### src/rtl/plot_arbiter.sv
// Round-robin arbiter for the two pixel producers sharing the VGA adapter write port,
// with a built-in full-frame clear sequencer that preempts both producers.
module plot_arbiter #(
   parameter int unsigned   XW           = 6,
   parameter int unsigned   YW           = 5,
   parameter int unsigned   CW           = 3,
   parameter int unsigned   X_MAX        = 63,
   parameter int unsigned   Y_MAX        = 31,
   parameter logic [CW-1:0] CLEAR_COLOUR = '0
) (
   input  logic          clk,
   input  logic          reset,
   input  logic          req0_valid_i,
   input  logic [XW-1:0] req0_x_i,
   input  logic [YW-1:0] req0_y_i,
   input  logic [CW-1:0] req0_colour_i,
   output logic          req0_ready_c_o,
   input  logic          req1_valid_i,
   input  logic [XW-1:0] req1_x_i,
   input  logic [YW-1:0] req1_y_i,
   input  logic [CW-1:0] req1_colour_i,
   output logic          req1_ready_c_o,
   input  logic          clear_start_i,
   output logic          clear_busy_o,
   output logic          clear_done_o,
   output logic [XW-1:0] x_o,
   output logic [YW-1:0] y_o,
   output logic [CW-1:0] colour_o,
   output logic          plot_o
);

   typedef enum logic {ST_ARB, ST_CLEAR} state_e;

   typedef struct packed {
      logic [XW-1:0] x;
      logic [YW-1:0] y;
      logic [CW-1:0] colour;
   } pixel_t;

   state_e        state_q, state_d;
   logic          last_grant_q, last_grant_d;
   logic [XW-1:0] cx_q, cx_d;
   logic [YW-1:0] cy_q, cy_d;
   pixel_t        pix_q, pix_d;
   logic          plot_q, plot_d;
   logic          busy_q, busy_d;
   logic          done_q, done_d;

   pixel_t        req0_pix, req1_pix;
   logic          gnt0, gnt1;

   assign req0_pix = '{x: req0_x_i, y: req0_y_i, colour: req0_colour_i};
   assign req1_pix = '{x: req1_x_i, y: req1_y_i, colour: req1_colour_i};

   // Grant from registered state and valids only; on a tie the producer not served last wins.
   always_comb begin
      gnt0 = 1'b0;
      gnt1 = 1'b0;
      if (state_q == ST_ARB) begin
         if (req0_valid_i && req1_valid_i) begin
            gnt0 = last_grant_q;
            gnt1 = ~last_grant_q;
         end else begin
            gnt0 = req0_valid_i;
            gnt1 = req1_valid_i;
         end
      end
   end

   assign req0_ready_c_o = gnt0;
   assign req1_ready_c_o = gnt1;

   always_comb begin
      state_d      = state_q;
      last_grant_d = last_grant_q;
      cx_d         = cx_q;
      cy_d         = cy_q;
      pix_d        = pix_q;
      plot_d       = 1'b0;
      busy_d       = busy_q;
      done_d       = 1'b0;
      case (state_q)
         ST_ARB: begin
            if (gnt0) begin
               pix_d        = req0_pix;
               plot_d       = 1'b1;
               last_grant_d = 1'b0;
            end else if (gnt1) begin
               pix_d        = req1_pix;
               plot_d       = 1'b1;
               last_grant_d = 1'b1;
            end
            // A transfer granted this cycle still completes before the sweep begins.
            if (clear_start_i) begin
               state_d = ST_CLEAR;
               cx_d    = '0;
               cy_d    = '0;
               busy_d  = 1'b1;
            end
         end
         ST_CLEAR: begin
            pix_d  = '{x: cx_q, y: cy_q, colour: CLEAR_COLOUR};
            plot_d = 1'b1;
            if (cx_q == XW'(X_MAX)) begin
               cx_d = '0;
               if (cy_q == YW'(Y_MAX)) begin
                  cy_d    = '0;
                  state_d = ST_ARB;
                  busy_d  = 1'b0;
                  done_d  = 1'b1;
               end else begin
                  cy_d = cy_q + YW'(1);
               end
            end else begin
               cx_d = cx_q + XW'(1);
            end
         end
         default: state_d = ST_ARB;
      endcase
   end

   always_ff @(posedge clk or posedge reset) begin
      if (reset) begin
         state_q      <= ST_ARB;
         last_grant_q <= 1'b1;
         cx_q         <= '0;
         cy_q         <= '0;
         pix_q        <= '0;
         plot_q       <= 1'b0;
         busy_q       <= 1'b0;
         done_q       <= 1'b0;
      end else begin
         state_q      <= state_d;
         last_grant_q <= last_grant_d;
         cx_q         <= cx_d;
         cy_q         <= cy_d;
         pix_q        <= pix_d;
         plot_q       <= plot_d;
         busy_q       <= busy_d;
         done_q       <= done_d;
      end
   end

   assign x_o          = pix_q.x;
   assign y_o          = pix_q.y;
   assign colour_o     = pix_q.colour;
   assign plot_o       = plot_q;
   assign clear_busy_o = busy_q;
   assign clear_done_o = done_q;

endmodule
### config.mk
export PLATFORM = sky130hd
export DESIGN_NAME = plot_arbiter
export DESIGN_NICKNAME = d
export VERILOG_FILES = /design/src/rtl/plot_arbiter.sv
export SDC_FILE = /design/constraint.sdc
export NUM_CORES = 1
export LEC_CHECK = 0
export CAP_MARGIN = 20
export CELL_PAD_IN_SITES_DETAIL_PLACEMENT = 1
export CELL_PAD_IN_SITES_GLOBAL_PLACEMENT = 1
export CORE_ASPECT_RATIO = 0.9
export CORE_MARGIN = 2
export CORE_UTILIZATION = 32
export CTS_BUF_LIST = sky130_fd_sc_hd__clkbuf_4 sky130_fd_sc_hd__clkbuf_8
export DETAILED_ROUTE_END_ITERATION = 6
export GPL_TIMING_DRIVEN = 0
export PLACE_DENSITY = 0.84
export SYNTH_ARGS = -nofsm -noshare
export SYNTH_HDL_FRONTEND = slang
export SYNTH_SLANG_ARGS = --single-unit
### constraint.sdc
create_clock -name clk -period 1.7 [get_ports clk]
set_clock_uncertainty 0.2 [all_clocks]
set_input_delay 0.34 -clock clk [delete_from_list [all_inputs] [get_ports clk]]
set_output_delay 0.34 -clock clk [all_outputs]
set_load 0.02 [all_outputs]
=== Word-level counts from Yosys, hierarchy flattened ===
Index checks and enable logic that the tools add are counted.

* Register bits after elaboration: 30
* Input port bits: 33
* Output and inout bits: 19
* Logic and storage cells: 55

* Add/subtract/negate cells: 2
* Eq/ne operators: 6
* Muxes and demuxes: 30
* Bitwise gates (word level): 2
* Reduce and logical (&&, ||, !) cells: 5

{| class="wikitable"
|+ Operators with widths
! cell !! number
|-
| 14-bit two-way mux || 2
|-
| 14-bit one-hot mux with 2 select lines || 1
|-
| 1-bit two-way mux || 17
|-
| 5-bit two-way mux || 3
|-
| 6-bit two-way mux || 2
|-
| 6-bit one-hot mux with 2 select lines || 1
|-
| 5-bit one-hot mux with 2 select lines || 1
|-
| 6-bit by 1-bit adder with 6-bit output, second input constant || 1
|-
| 6-bit equality test, second input constant || 1
|-
| 1-bit one-hot mux with 2 select lines || 3
|-
| 5-bit by 1-bit adder with 5-bit output, second input constant || 1
|-
| 5-bit equality test, second input constant || 1
|-
| 2-bit by 1-bit inequality test with 1-bit output, second input constant || 2
|-
| 2-bit AND reduction || 2
|-
| 3-bit inequality test, second input constant || 1
|-
| 3-bit AND reduction || 1
|-
| 2-bit inequality test, second input constant || 1
|-
| 1-bit inverter || 2
|-
| 2-bit nonzero test || 1
|-
| 1-bit logical AND || 1
|}

=== Depth between registers and ports, before layout ===
Gate-level depths: netlist of the first run.

* Word-level depth: 6
* Depth in mapped cells: 6
* Mapped depth without buffers: 5

=== Least setup slack after synthesis of the first run ===
No wires, ideal clock.

* Path type: register to output
* From: register state_q
* To: output req0_ready_c_o
* Data arrival time: 1.373 ns
* Required time: 1.160 ns
* Setup slack: -0.213 ns
* Stages on the path, launching flop included: 5
* Buffers on the path: 3
* Cells stage by stage: dfrtp_1 buf_2 buf_2 clkbuf_1 nor3_1

* Cells in the longest elaborated chain, start to end: 1

{| class="wikitable"
|+ Ends and longest elaborated chain
! item !! RTL line !! source
|-
| from (decl) || 40 || <nowiki>state_e state_q, state_d;</nowiki>
|-
| from (signal assigned) || 133 || <nowiki>state_q <= state_d;</nowiki>
|-
| 1-bit two-way mux || 59 || <nowiki>if (state_q == ST_ARB) begin</nowiki>
|-
| to (decl) || 17 || <nowiki>output logic req0_ready_c_o,</nowiki>
|}

No other way between the ends.

=== Final worst setup path of the first run ===
* From: register last_grant_q
* To: output req0_ready_c_o

* Cells in the longest elaborated chain, start to end: 2

{| class="wikitable"
|+ Ends and longest elaborated chain
! item !! RTL line !! source
|-
| from (decl) || 41 || <nowiki>logic last_grant_q, last_grant_d;</nowiki>
|-
| from (signal assigned) || 134 || <nowiki>last_grant_q <= last_grant_d;</nowiki>
|-
| 1-bit two-way mux || 60 || <nowiki>if (req0_valid_i && req1_valid_i) begin</nowiki>
|-
| 1-bit two-way mux || 59 ||
|}

No other way between the ends.

==> reports/results.ini, run 1 <==
[worst_setup_path]
r2r_setup_slack_ns=-0.03
reg2reg_from=last_grant_q
reg2reg_to=x_o[0]
startpoint=last_grant_q
crit_type=reg -> out
crit_path_start_kind=flop
cp-endpoint=req0_ready_c_o
end_kind=output pin
crit_required_ns=1.16
cp.arrival_ns=1.40
worstRegToRegCells=6
crit_fanout=2

[yosys]
yosys_warnings=0
netlist-cell-type-count=36
syn_inst=178
syn_area_um2=1662
avgSynthCellArea_um2=9.335
async_reset_ff_share_pct=100.0
synth_edf_count=0
ys_ff_latch=30
synth_nets=215
synth-main-ff-cell=dfrtp_1
synth-seq-area-share_pct=45.26

[placement]
dpl_cell_area_um2=2298
dp_hpwl_um=3619
gp_congestion=0.8262
io_buffers=51
place_ws_ns=-1.013

[final_layout]
nNetsFinal=285
nFillCells=556
seqCellArea_um2=754.5
synthToLayoutAreaGrowth_pct=59.04
multi_input_area_um2=973.4
drive_gt1_share_pct=26.51
finish.instance_area_um2=2643
diodes=0

[global_routing]
grt_pass1_wl_um=8231
grt_max_degree=23
first_global_vias=1699
track_usage_pct=18.55
antenna_found_initial=0
grt_overflow=0

[floorplan]
die_h_um=72.36
die_w_um=79.96
floorplan.initialDensity_pct=33.74
io_pins=52
dieArea_um2=5786
rows=24
coreArea_um2=4925

[outcome]
outcome=complete, but fails checks
violations=setup timing

[cts]
ctsHoldBuffers=0
h-tree-depth=2
cts_root_buf=clkbuf_8
clock_latency_ns=0.28
clockBufferDepth=2
path_clk_slew_ns=0.07
cts_tree=built
cts-buffers-inserted=5
clkSinkCount=30

[routing]
dr.pass1.iters=4
ant_nets=0
avgViaCountPerCell=5.229
drt_iter0_markers=86
drc=0
wl_um=5296
vias=1642
avgRoutedWirePerCell_um=16.87

[timing]
fmax_mhz=514.9
timing.final.ws_setup_ns=-0.2421
min_period_ns=1.942
hold_slack_ns=0.1567
period_share_pct=114.2
finalSetupTns_ns=-0.4894
setup_viol=3
finalMaxSlewViolations=0
hold_viol=0
rsz0062_at_grt=yes
slew_headroom_pct=61.69
worstMarginPinSlew_ns=0.5746

[worst_hold_path]
hp-class=in -> async

[power_and_ir_drop]
power.density_nw_per_um2=1150
leakagePower_nw=1.172
p_int_mw=1.897
clkPwrFrac_pct=20.9
switching_power_mw=1.142
power_frac_seq_pct=38.3
vdd_drop_max_mv=0.4417
p_sw_share_pct=37.58
pwr-share-comb_pct=40.8

[job]
maxCapViolCount=0

[placed cells by master (no fill, tap or decap), types with 4 or more instances in the layout]
| cell type | instances |
|---|---|
| buf_4 | 11 |
| and3_1 | 4 |
| o21ai_0 | 11 |
| nor2b_1 | 13 |
| dfrtp_1 | 27 |
| nand3_1 | 8 |
| nand2b_1 | 4 |
| dlygate4sd2_1 | 19 |
| o41ai_2 | 8 |
| nand2_1 | 20 |
| nor3_2 | 6 |
| nor2_1 | 14 |
| clkbuf_8 | 7 |
| buf_6 | 9 |
| clkdlybuf4s50_1 | 30 |
[cell families after synthesis]
family	synth area share (%)
AND/OR/NAND/NOR	24.55
AO/OA/AOI/OAI	18.90
flip-flops	45.26
buffers and inverters	5.873
adder cells (fa/ha/maj)	3.012
multiplexers	1.883
XOR/XNOR	0.5272
[Yosys cell counts, types with 3 or more instances]
cell / n / area (um^2)
o21ai_0: 12 / 60.06
nor2b_1: 13 / 81.33
buf_2: 4 / 20.02
nand3_1: 9 / 45.04
o41ai_2: 4 / 65.06
a21oi_1: 4 / 20.02
a31oi_1: 3 / 18.77
a311oi_1: 3 / 26.28
nor3_1: 11 / 55.05
and3_1: 5 / 31.28
inv_1: 4 / 15.01
nand2b_1: 4 / 25.02
nand2_1: 20 / 75.07
o41ai_1: 5 / 43.79
buf_6: 4 / 45.04
dfrtp_1: 29 / 725.7
ha_1: 4 / 50.05
nor2_1: 16 / 60.06
[stage by stage]
stage	utilization (%)	power (mW)	std cells
global route	53.66	3.232	314
detailed placement	46.67	2.287	295
CTS	51.09	2.935	311
finish	53.66	3.039	314
floorplan	-	1.778	178
global placement	46.11	2.215	294
[critical path, stage by stage, from the launching register on]
cell     delay (ns)
dfstp_2        0.53
and2b_2        0.22
buf_6          0.12
nor3_4         0.11
buf_6          0.13
[area by class of cell]
| class | count | share of cell area [%] |
|---|---|---|
| buffer | 11 | 4.025 |
| clock buffer | 8 | 3.693 |
| sequential | 30 | 28.55 |
| inverter | 4 | 0.5682 |
| tap | 65 | 3.078 |
| multi-input combinational | 132 | 36.84 |
| timing repair buffer | 64 | 23.25 |
[worst min-delay path by stage]
stage                       from      endpoint  slack (ns)  cells past startpoint
detailed placement  clear_busy_o  clear_busy_o        0.27                      1
global placement    clear_busy_o  clear_busy_o        0.27                      1
global route               reset  clear_busy_o        0.19                      2
finish                     reset  clear_busy_o        0.16                      2
CTS                        reset  clear_busy_o        0.17                      2
floorplan                  reset  clear_busy_o        0.23                      1
[per-layer routing]
metal | global-route usage [%] | share of wire, %
met2 | 30.37 | 49
met1 | 24.63 | 46
met5 | 0 | 0
met4 | 6.215 | 1.3
met3 | 3.731 | 4.1
[what timing repair did]
item,4_1_cts,5_1_grt
pin swaps,2,7
hold endpoints to repair,0,0
gates resized for setup,51,23
endpoints found under the setup margin,35,23
buffers inserted,9,3
[registers in the layout, indices dropped and copies added (netlist names)]
signal	count
state_q	1
y_o	5
clear_done_o	1
colour_o	3
cy_q	5
x_o	6
last_grant_q	1
clear_busy_o	1
plot_o	1
cx_q	6
[power by group through the flow]
stage          Clock [mW]  Combinational [mW]  Sequential, mW
2_1_floorplan           0               0.501            1.28
3_3_place_gp            0                1.05            1.17
3_5_place_dp            0                1.10            1.19
4_1_cts             0.651                1.13            1.15
5_1_grt             0.677                1.36            1.20
6_report            0.635                1.24            1.16
(Power assumes the default switching activity.)
==> run 2, diff against run 1 <==
CORE_MARGIN = 5   (was 2)
==> run 2 against run 1 <==
The run still ends with setup timing left. Hold slack gained 0.033 ns. Critical endpoint unchanged. Final cell count rose by 0.96%. Sequential cell count unchanged. Largest cell class unchanged. Count of clock-buffer cells in the layout down 2. Sequential power hardly changed. Clock power is 43% higher.
==> reports/results.ini, run 2 (same netlist as run 1, synthesis figures left out) <==
[final_layout]
synthToLayoutAreaGrowth_pct=58.58
diodes=0
drive_gt1_share_pct=23.02
layout_common_cells=30 x clkdlybuf4s50_1, 28 x dfrtp_1, 20 x nand2_1
multi_input_area_um2=904.6
nFillCells=570
nNetsFinal=288
finish.instance_area_um2=2635
stdcell_count=317
seqCellArea_um2=753.2
layout_commonest_cell=clkdlybuf4s50_1

[timing]
rsz0062_at_grt=yes
period_share_pct=107.7
slew_headroom_pct=64.22
worstMarginPinSlew_ns=0.5367
hold_viol=0
finalSetupTns_ns=-0.2524
setup_viol=2
timing.final.ws_setup_ns=-0.1315
fmax_mhz=546.0
min_period_ns=1.831
finalMaxSlewViolations=0

[routing]
drt_iter0_markers=47
wl_um=5399
vias=1628
drc=0
avgViaCountPerCell=5.136
ant_nets=0
dr.pass1.iters=4
avgRoutedWirePerCell_um=17.03

[power_and_ir_drop]
leakagePower_nw=1.193
vdd_drop_max_mv=0.4446
power.density_nw_per_um2=1265

[cts]
clkSinkCount=30
cts_tree=built
cts-buffers-inserted=5
clock_latency_ns=0.28
h-tree-depth=2
path_clk_slew_ns=0.07
cts_root_buf=clkbuf_8
ctsHoldBuffers=0
clockBufferDepth=2

[floorplan]
dieArea_um2=6735
rows=24
coreArea_um2=4925
floorplan.initialDensity_pct=33.74
die_w_um=85.96
die_h_um=78.36
io_pins=52

[global_routing]
first_global_vias=1752
antenna_found_initial=0
grt_overflow=0
track_usage_pct=16.72
grt_pass1_wl_um=8914
grt_max_degree=21

[worst_setup_path]
crit_type=reg -> out
end_kind=output pin
max_stage_delay_ns=0.42
crit_path_start_kind=flop
worstRegToRegCells=5
crit_chain=buf_8 > clkbuf_16 > nor3_4 > buf_6
crit_fanout=4
crit_path_top_delay_cell=dfrtp_2
critical_path.top_delay_family=buffers and inverters
crit_cells=4
cp.arrival_ns=1.29
crit_required_ns=1.16
crit_buf_inv=3

[worst_hold_path]
hp-class=in -> async

[outcome]
outcome=complete, but fails checks
violations=setup timing

[placement]
dp_hpwl_um=3772
io_buffers=51
dp_cells=295
dpl_cell_area_um2=2298
gp_congestion=0.7651

[job]
maxCapViolCount=0

==> run 2: cell count changes in the layout (fill, tap and decap cells not counted), moves of 3 or more <==
cell / delta
nor3_1: +6
nor3_2: -6
buf_4: +5
buf_6: -3
o41ai_1: +3
o41ai_2: -3
==> run 2: metal layers <==
metal	GRT usage [%]	share of wire (%)
met1	21.33	45
met2	26.81	47
met3	4.398	5.9
met4	6.804	1.8
met5	0	0
==> run 2: timing repair <==
| item | in CTS | in global routing |
|---|---|---|
| pin swaps | 1 | 1 |
| setup endpoints to repair | 35 | 8 |
| resized for setup | 56 | 7 |
| buffers inserted | 10 | 6 |
| gates cloned | 0 | 1 |
==> run 2: power breakdown <==
part	switching, mW	internal (mW)	total (mW)
sequential	0.208	0.951	1.16
clock	0.283	0.625	0.909
combinational	0.654	0.610	1.26
total	1.15	2.19	3.33
==> run 2: path summary, 6_finish.rpt <==
| check | slack [ns] | end | start |
|---|---|---|---|
| worst max-delay path | -0.13 | req0_ready_c_o | state_q |
| worst min-delay path | 0.19 | cx_q[1] | reset |
| min in group clk | 0.23 | last_grant_q | req0_valid_i |
| max in group asynchronous | 0.55 | last_grant_q | reset |
| worst min register to register | 0.28 | clear_busy_o | clear_busy_o |
| worst max register to register | 0.07 | x_o[4] | last_grant_q |
==> run 2: layout make-up <==
type                       instances  share of cell area (%)
clock buffer                       6                   3.134
buffer                             9                   3.609
sequential                        30                   28.58
clock inverter                     2                   2.279
tap                               65                   3.086
inverter                           4                  0.5698
multi-input combinational        132                   34.33
timing repair buffer              69                   24.41
==> run 2: per-stage QoR <==
stage / utilization [%] / worst slack, ns / power [mW] / hold slack [ns]
finish: 53.51 / -0.1315 / 3.332 / 0.1898
global route: 53.51 / -0.1647 / 3.547 / 0.2329
CTS: 51.83 / -0.1602 / 3.212 / 0.2161
detailed placement: 46.67 / -1.026 / 2.296 / 0.2718
global placement: 46.11 / -0.9982 / 2.219 / 0.2698
floorplan: - / -0.01038 / 1.778 / 0.2301
==> RTL change 1, RTL diff (settings of run 2) <==
Change the parameter `YW` from 5 to 10.
--- a/src/rtl/plot_arbiter.sv
+++ b/src/rtl/plot_arbiter.sv
@@ -2,7 +2,7 @@
 // with a built-in full-frame clear sequencer that preempts both producers.
 module plot_arbiter #(
    parameter int unsigned   XW           = 6,
-   parameter int unsigned   YW           = 5,
+   parameter int unsigned   YW           = 10,
    parameter int unsigned   CW           = 3,
    parameter int unsigned   X_MAX        = 63,
    parameter int unsigned   Y_MAX        = 31,
Interface: changed (resized req0_y_i, req1_y_i and y_o); port bits go from 52 to 67. No check against the original RTL was run, so the function may have changed too.
==> RTL change 1 against run 2 <==
The flow still finishes with violations (setup timing). Combinational power shrank 8%. Sequential cell count grew 10. Worst setup slack lost 0.14 ns. Cell area grew 30%. Routed wire length grew 41%. Synthesized cell count grew 15%. Clock power shrank 21%. Area after synthesis grew 24%. Power shrank 0.37%.
==> RTL change 1: results (changes against run 2) <==
- The xor and xnor fraction of the mapped netlist area came to 1.27% (+0.75 points).
- The worst vdd rail ir drop is 517 µV (+16%).
- The yosys synthesis warning count is 0 (unchanged).
- The fraction of registers with async set/reset is 100% (unchanged).
- The post-place setup slack was -1.04 ns (-0.0114 ns).
- In this run the worst hold path is classified as reg2reg.
- The floorplan die width was 94.7 µm (+10%).
- The number of diodes is 0 (unchanged).
- The number of H-tree levels is 2 (unchanged).
- The floorplan core area is 0.00618 mm² (+26%).
- Among all stages on the critical path, the largest delay is contributed by dfstp_2.
- The number of endpoints failing setup at the final stage is 31 (+29).
- The count of input and output buffers is 66 (+29%).
- The total global-route track usage is 18.9% (+2.2 points).
- The latest clock arrival within the worst-skew pair is 0.30 ns (+0.02 ns).
- The number of fill cells came to 666 (+17%).
- The detailed placer's ending HPWL is 4740 µm (+26%).
- The worst path arrival time is 1.43 ns (+0.14 ns).
- The number of antenna violations at the first check in global routing was 0 (unchanged).
- The switching power total came to 1.23 mW (+6.9%).
- After synthesis, the most frequently instantiated cells are dfrtp_1, o21ai_0, mux2i_1.
- The number of global-route vias before repair came to 2276 (+30%).
- The largest net degree at the start of global routing came to 41 (+95%).
- The clock slew at the register clock pins of the worst setup and hold paths was 0.07 ns (about the same).
- The share of final-layout standard cells stronger than drive strength 1 is 30.7% (+7.7 points).
- The clock tree root buffer cell is clkbuf_8.
- The number of violations reported at the end of detailed-routing iteration 0 is 84 (+79%).
- The synthesized-area fraction occupied by ao, oa, aoi and oai cells is 20.5% (+1.6 points).
- The aggregate negative setup slack came to -4.59 ns (-4.34 ns).
- The run finished, with violations left.
- The top fanout value on the critical path is 3 (-1).
- The number of nets at the end of the flow is 344 (+19%).
- Ranked by total cell area, the synthesized netlist is headed by dfrtp_1, mux2i_1, o21ai_0.
- The area share of fa/ha/maj cells after synthesis is 1.21% (-1.8 points).
- The buffer levels on the longest clock path is 2 (unchanged).
- The unique cell type count in the Yosys netlist came to 41 (+14%).
- The max-slew headroom at the worst pin is 42.6% (-22 points).
- The number of clock buffers inserted by TritonCTS came to 5 (unchanged).
- The fraction of synthesized area in multiplexers is 9.70% (+7.8 points).
- The sequential area share after synthesis is 48.5% (+3.3 points).
- The synthesized netlist net count was 249 (+16%).
- The global-route wire length before repair is 11900 µm (+33%).
- The final wirelength is 7600 µm (+41%).
- The final worst setup slack is -0.267 ns (-0.135 ns).
- The detailed-routing iteration count for the pre-antenna-repair pass came to 4 (unchanged).
- The stage delay of the slowest cell on the critical path is 0.56 ns (+0.14 ns).
- The routed via count is 2060 (+27%).
- The cell leakage power is 1.40 nW (+18%).
- The checks that failed: setup timing.
- The placer's final routability congestion estimate came to 0.838 (+9.6%).
RTL change 1: cell types whose count changed after synthesis, moves of 5 or more:
cell	before	now
nor2_1	16	8
o21ai_0	12	30
a21oi_1	4	11
nand2_1	20	13
nor3_1	11	1
dfrtp_1	29	39
or3_1	0	5
nor2b_1	13	1
a22oi_1	2	16
mux2i_1	2	20
RTL change 1: critical path, delay by kind of cell, from the launching register on:
kind                   cells  cell delay, ns
AOI/OAI and AO/OA          1            0.26
DFF                        1            0.56
buffers and inverters      3            0.31
RTL change 1: metrics by stage:
| stage | instance area, µm² | std cells |
|---|---|---|
| after floorplan | 2100 | 204 |
| after global placement | 2870 | 357 |
| after detailed placement | 2870 | 357 |
| after CTS | 3260 | 384 |
| after global routing | 3430 | 387 |
| final | 3430 | 387 |
RTL change 1: power by group through the flow:
| stage | clock, mW | combinational (mW) | sequential, mW |
|---|---|---|---|
| final | 0.714 | 1.16 | 1.44 |
| after global routing | 0.753 | 1.29 | 1.48 |
| after CTS | 0.703 | 1.10 | 1.41 |
| after detailed placement | 0 | 0.997 | 1.46 |
| after global placement | 0 | 0.941 | 1.44 |
| after floorplan | 0 | 0.426 | 1.52 |
RTL change 1: kinds of logic (layout without fill, tap and decap cells):
logic type,count (synthesis),after routing
and+or+nand+nor,53,53
DFF,40,40
adders and majority gates,2,2
buffers and inverters,17,113
AOI/OAI and AO/OA,69,69
muxes,20,20
xor gates and xnor gates,3,3
RTL change 1: layout make-up:
cell class	instances	share of cell area (%)
Tap cell	87	3.17
Timing Repair Buffer	88	24.6
Sequential cell	40	29.4
Multi-Input combinational cell	147	36.3
Clock buffer	8	2.85
Buffer	10	2.81
Inverter	7	0.766
RTL change 1: final timing paths:
kind,from,end,slack (ns),cells past startpoint
worst max register to register,last_grant_q,y_o[8],-0.23,7
max in group asynchronous,reset,cy_q[5],0.36,2
worst min-delay path,y_o[4],y_o[4],0.31,2
min in group asynchronous,reset,cy_q[6],0.33,2
worst min register to register,y_o[4],y_o[4],0.31,2
worst max-delay path,last_grant_q,req0_ready_c_o,-0.27,4
RTL change 1: layer usage:
layer | vias up | routed length [µm] | track usage (%)
met4 | 0 | 212 | 6.68
met2 | 67 | 3960 | 32.5
met1 | 1033 | 3070 | 23.0
li1 | 940 | - | -
met3 | 20 | 355 | 4.43
met5 | - | 0 | 0
RTL change 1: what timing repair did:
| item | 4_1_cts | 5_1_grt |
|---|---|---|
| gates resized for setup | 92 | 47 |
| hold buffers | 0 | 0 |
| setup endpoints to repair | 61 | 39 |
| pin swaps | 8 | 12 |
| setup buffers | 16 | 4 |
| gates cloned | 3 | 0 |
==> RTL change 2, RTL diff (config.mk and constraints of run 2) <==
Without the edit above. `cy_q` no longer has a reset.
--- a/src/rtl/plot_arbiter.sv
+++ b/src/rtl/plot_arbiter.sv
@@ -124,7 +124,6 @@
          state_q      <= ST_ARB;
          last_grant_q <= 1'b1;
          cx_q         <= '0;
-         cy_q         <= '0;
          pix_q        <= '0;
          plot_q       <= 1'b0;
          busy_q       <= 1'b0;
@@ -133,12 +132,15 @@
          state_q      <= state_d;
          last_grant_q <= last_grant_d;
          cx_q         <= cx_d;
-         cy_q         <= cy_d;
          pix_q        <= pix_d;
          plot_q       <= plot_d;
          busy_q       <= busy_d;
          done_q       <= done_d;
       end
+   end
+
+   always_ff @(posedge clk) begin
+      cy_q <= cy_d;
    end
 
    assign x_o          = pix_q.x;
Check against the original RTL: same outputs for any inputs over 10 cycles, from zero or initial values and one cycle with reset high; that may be too few to reach the edited logic, so the function may still have changed.
==> RTL change 2 against run 2 <==
The flow still finishes with violations (setup timing). Area after synthesis is 4.7% lower. Sequential cell count unchanged. Worst setup slack improved by 0.054 ns. Sequential share of layout area grew 2.7 points. Cell area is 5.5% lower. Power decreased by 22%. Routed wire length is 10% lower. Highest routed layer unchanged.
==> RTL change 2: results (changes against run 2) <==
- The placer's final routability congestion estimate came to 0.775 (+1.2%).
- The global-route wire length before repair was 7980 µm (-10%).
- Yosys attributes the largest share of cell area to dfrtp_1, edfxtp_1, mux2i_1.
- The synthesized netlist net count is 185 (-14%).
- The sequential area share after synthesis is 49.1% (+3.8 points).
- The largest net degree at the start of global routing was 26 (+24%).
- The cell at the slowest stage of the critical path is dfstp_2.
- The detailed placer's ending HPWL was 3350 µm (-11%).
- The cell leakage power is 1.09 nW (-8.3%).
- The count of flip-flops with a built-in enable after synthesis is 5 (+5).
- The cell family with the largest share of critical-path delay is flip-flops.
- The mean number of vias per cell is 4.99 (-2.8%).
- The top fanout value on the critical path is 2 (-2).
- The number of fill cells is 537 (-5.8%).
- The share of final-layout standard cells stronger than drive strength 1 is 26.8% (+3.8 points).
- The worst vdd rail ir drop came to 599 µV (+35%).
- The number of global-route vias before repair came to 1604 (-8.4%).
- The placement-stage cell area is 0.00218 mm² (-5.3%).
- The number of endpoints failing setup at the final stage came to 3 (+1).
- The number of violations reported at the end of detailed-routing iteration 0 was 51 (+8.5%).
- The fraction of registers with async set/reset is 83.3% (-17 points).
- The final reports fail on setup timing.
- The switching share of power is 33.2% (-1.2 points).
- The aggregate negative setup slack is -0.165 ns (+0.0877 ns).
- The total global-route track usage is 15.1% (-1.6 points).
- The post-place setup slack is -0.882 ns (+0.145 ns).
- The final worst setup slack is -0.0779 ns (+0.0536 ns).
- The number of nets at the end of the flow is 255 (-11%).
- The stage delay of the slowest cell on the critical path is 0.53 ns (+0.11 ns).
- The unique cell type count in the Yosys netlist came to 37 (+2.8%).
- The flow ran to the end, but the final reports show violations.
-- RTL change 2: changes by cell type in the layout (fill, tap and decap cells not counted), sizes merged, moves of 6 or more --
cell,run 2,this run
nor3,11,0
buf,26,20
mux2i,2,15
o41ai,9,0
nor2b,13,1
o221ai,0,9
-- RTL change 2: logic make-up (layout without fill, tap and decap cells) --
logic type      Yosys count  in the layout  share of synthesized area, %
simple gates             54             54                          17.3
compound gates           30             30                          14.9
flops                    30             30                          49.1
mux                      15             15                          9.49
buf+inv                  14             85                          5.14
fa+ha+maj                 3              3                          2.37
xor+xnor                  3              3                          1.66
-- RTL change 2: path summary, 6_finish.rpt --
path	startpoint	cells past startpoint	slack, ns	to
worst min register to register	cy_q[4]	2	0.32	y_o[4]
min in group clk	cy_q[4]	2	0.32	y_o[4]
max in group asynchronous	reset	3	0.67	last_grant_q
worst min-delay path	reset	2	0.12	colour_o[2]
worst max register to register	last_grant_q	6	-0.01	y_o[0]
worst max-delay path	last_grant_q	5	-0.08	req1_ready_c_o
-- RTL change 2: worst register-to-register path: cells and delay by family, from the launching register on --
| family | cells | cell delay [ns] |
|---|---|---|
| DFF | 1 | 0.53 |
| and+or+nand+nor | 2 | 0.24 |
| buffers and inverters | 2 | 0.31 |
| muxes | 1 | 0.21 |
| AOI/OAI and AO/OA | 1 | 0.11 |
-- RTL change 2: through the flow --
stage               utilization, %  hold slack (ns)  cells
global placement              45.0            0.289    265
CTS                           49.6            0.320    282
finish                        51.5            0.124    285
floorplan                        -            0.167    149
detailed placement            45.0            0.308    265
global route                  51.5            0.158    285
-- RTL change 2: final cells by class --
| cell class | instances | area (µm²) | share of cell area [%] |
|---|---|---|---|
| tap | 65 | 81.3 | 3.27 |
| inverter | 7 | 28.8 | 1.16 |
| clock inverter | 3 | 40.0 | 1.61 |
| timing repair buffer | 64 | 607 | 24.4 |
| clock buffer | 5 | 68.8 | 2.76 |
| multi-input combinational | 105 | 838 | 33.7 |
| sequential | 30 | 778 | 31.3 |
| buffer | 6 | 47.5 | 1.91 |
-- RTL change 2: routing by layer --
metal	part of all wire, %	wire [µm]	track usage [%]	vias up
met1	42	2010	18.3	715
met2	52	2540	25.5	31
met5	0	0	0	-
met3	5.3	257	5.47	4
li1	-	-	-	673
met4	0.85	41	3.86	0
-- RTL change 2: power groups by stage --
stage,combinational (mW),clock [mW],sequential (mW)
floorplan,0.322,0,1.13
global placement,0.706,0,1.06
detailed placement,0.733,0,1.07
CTS,0.777,0.734,1.03
global route,0.906,0.760,1.09
finish,0.828,0.713,1.06
-- RTL change 2: repair_timing --
action | in CTS | in global routing
pin swaps | 1 | 3
setup buffers | 9 | 3
resized for setup | 48 | 14
endpoints found under the setup margin | 40 | 23
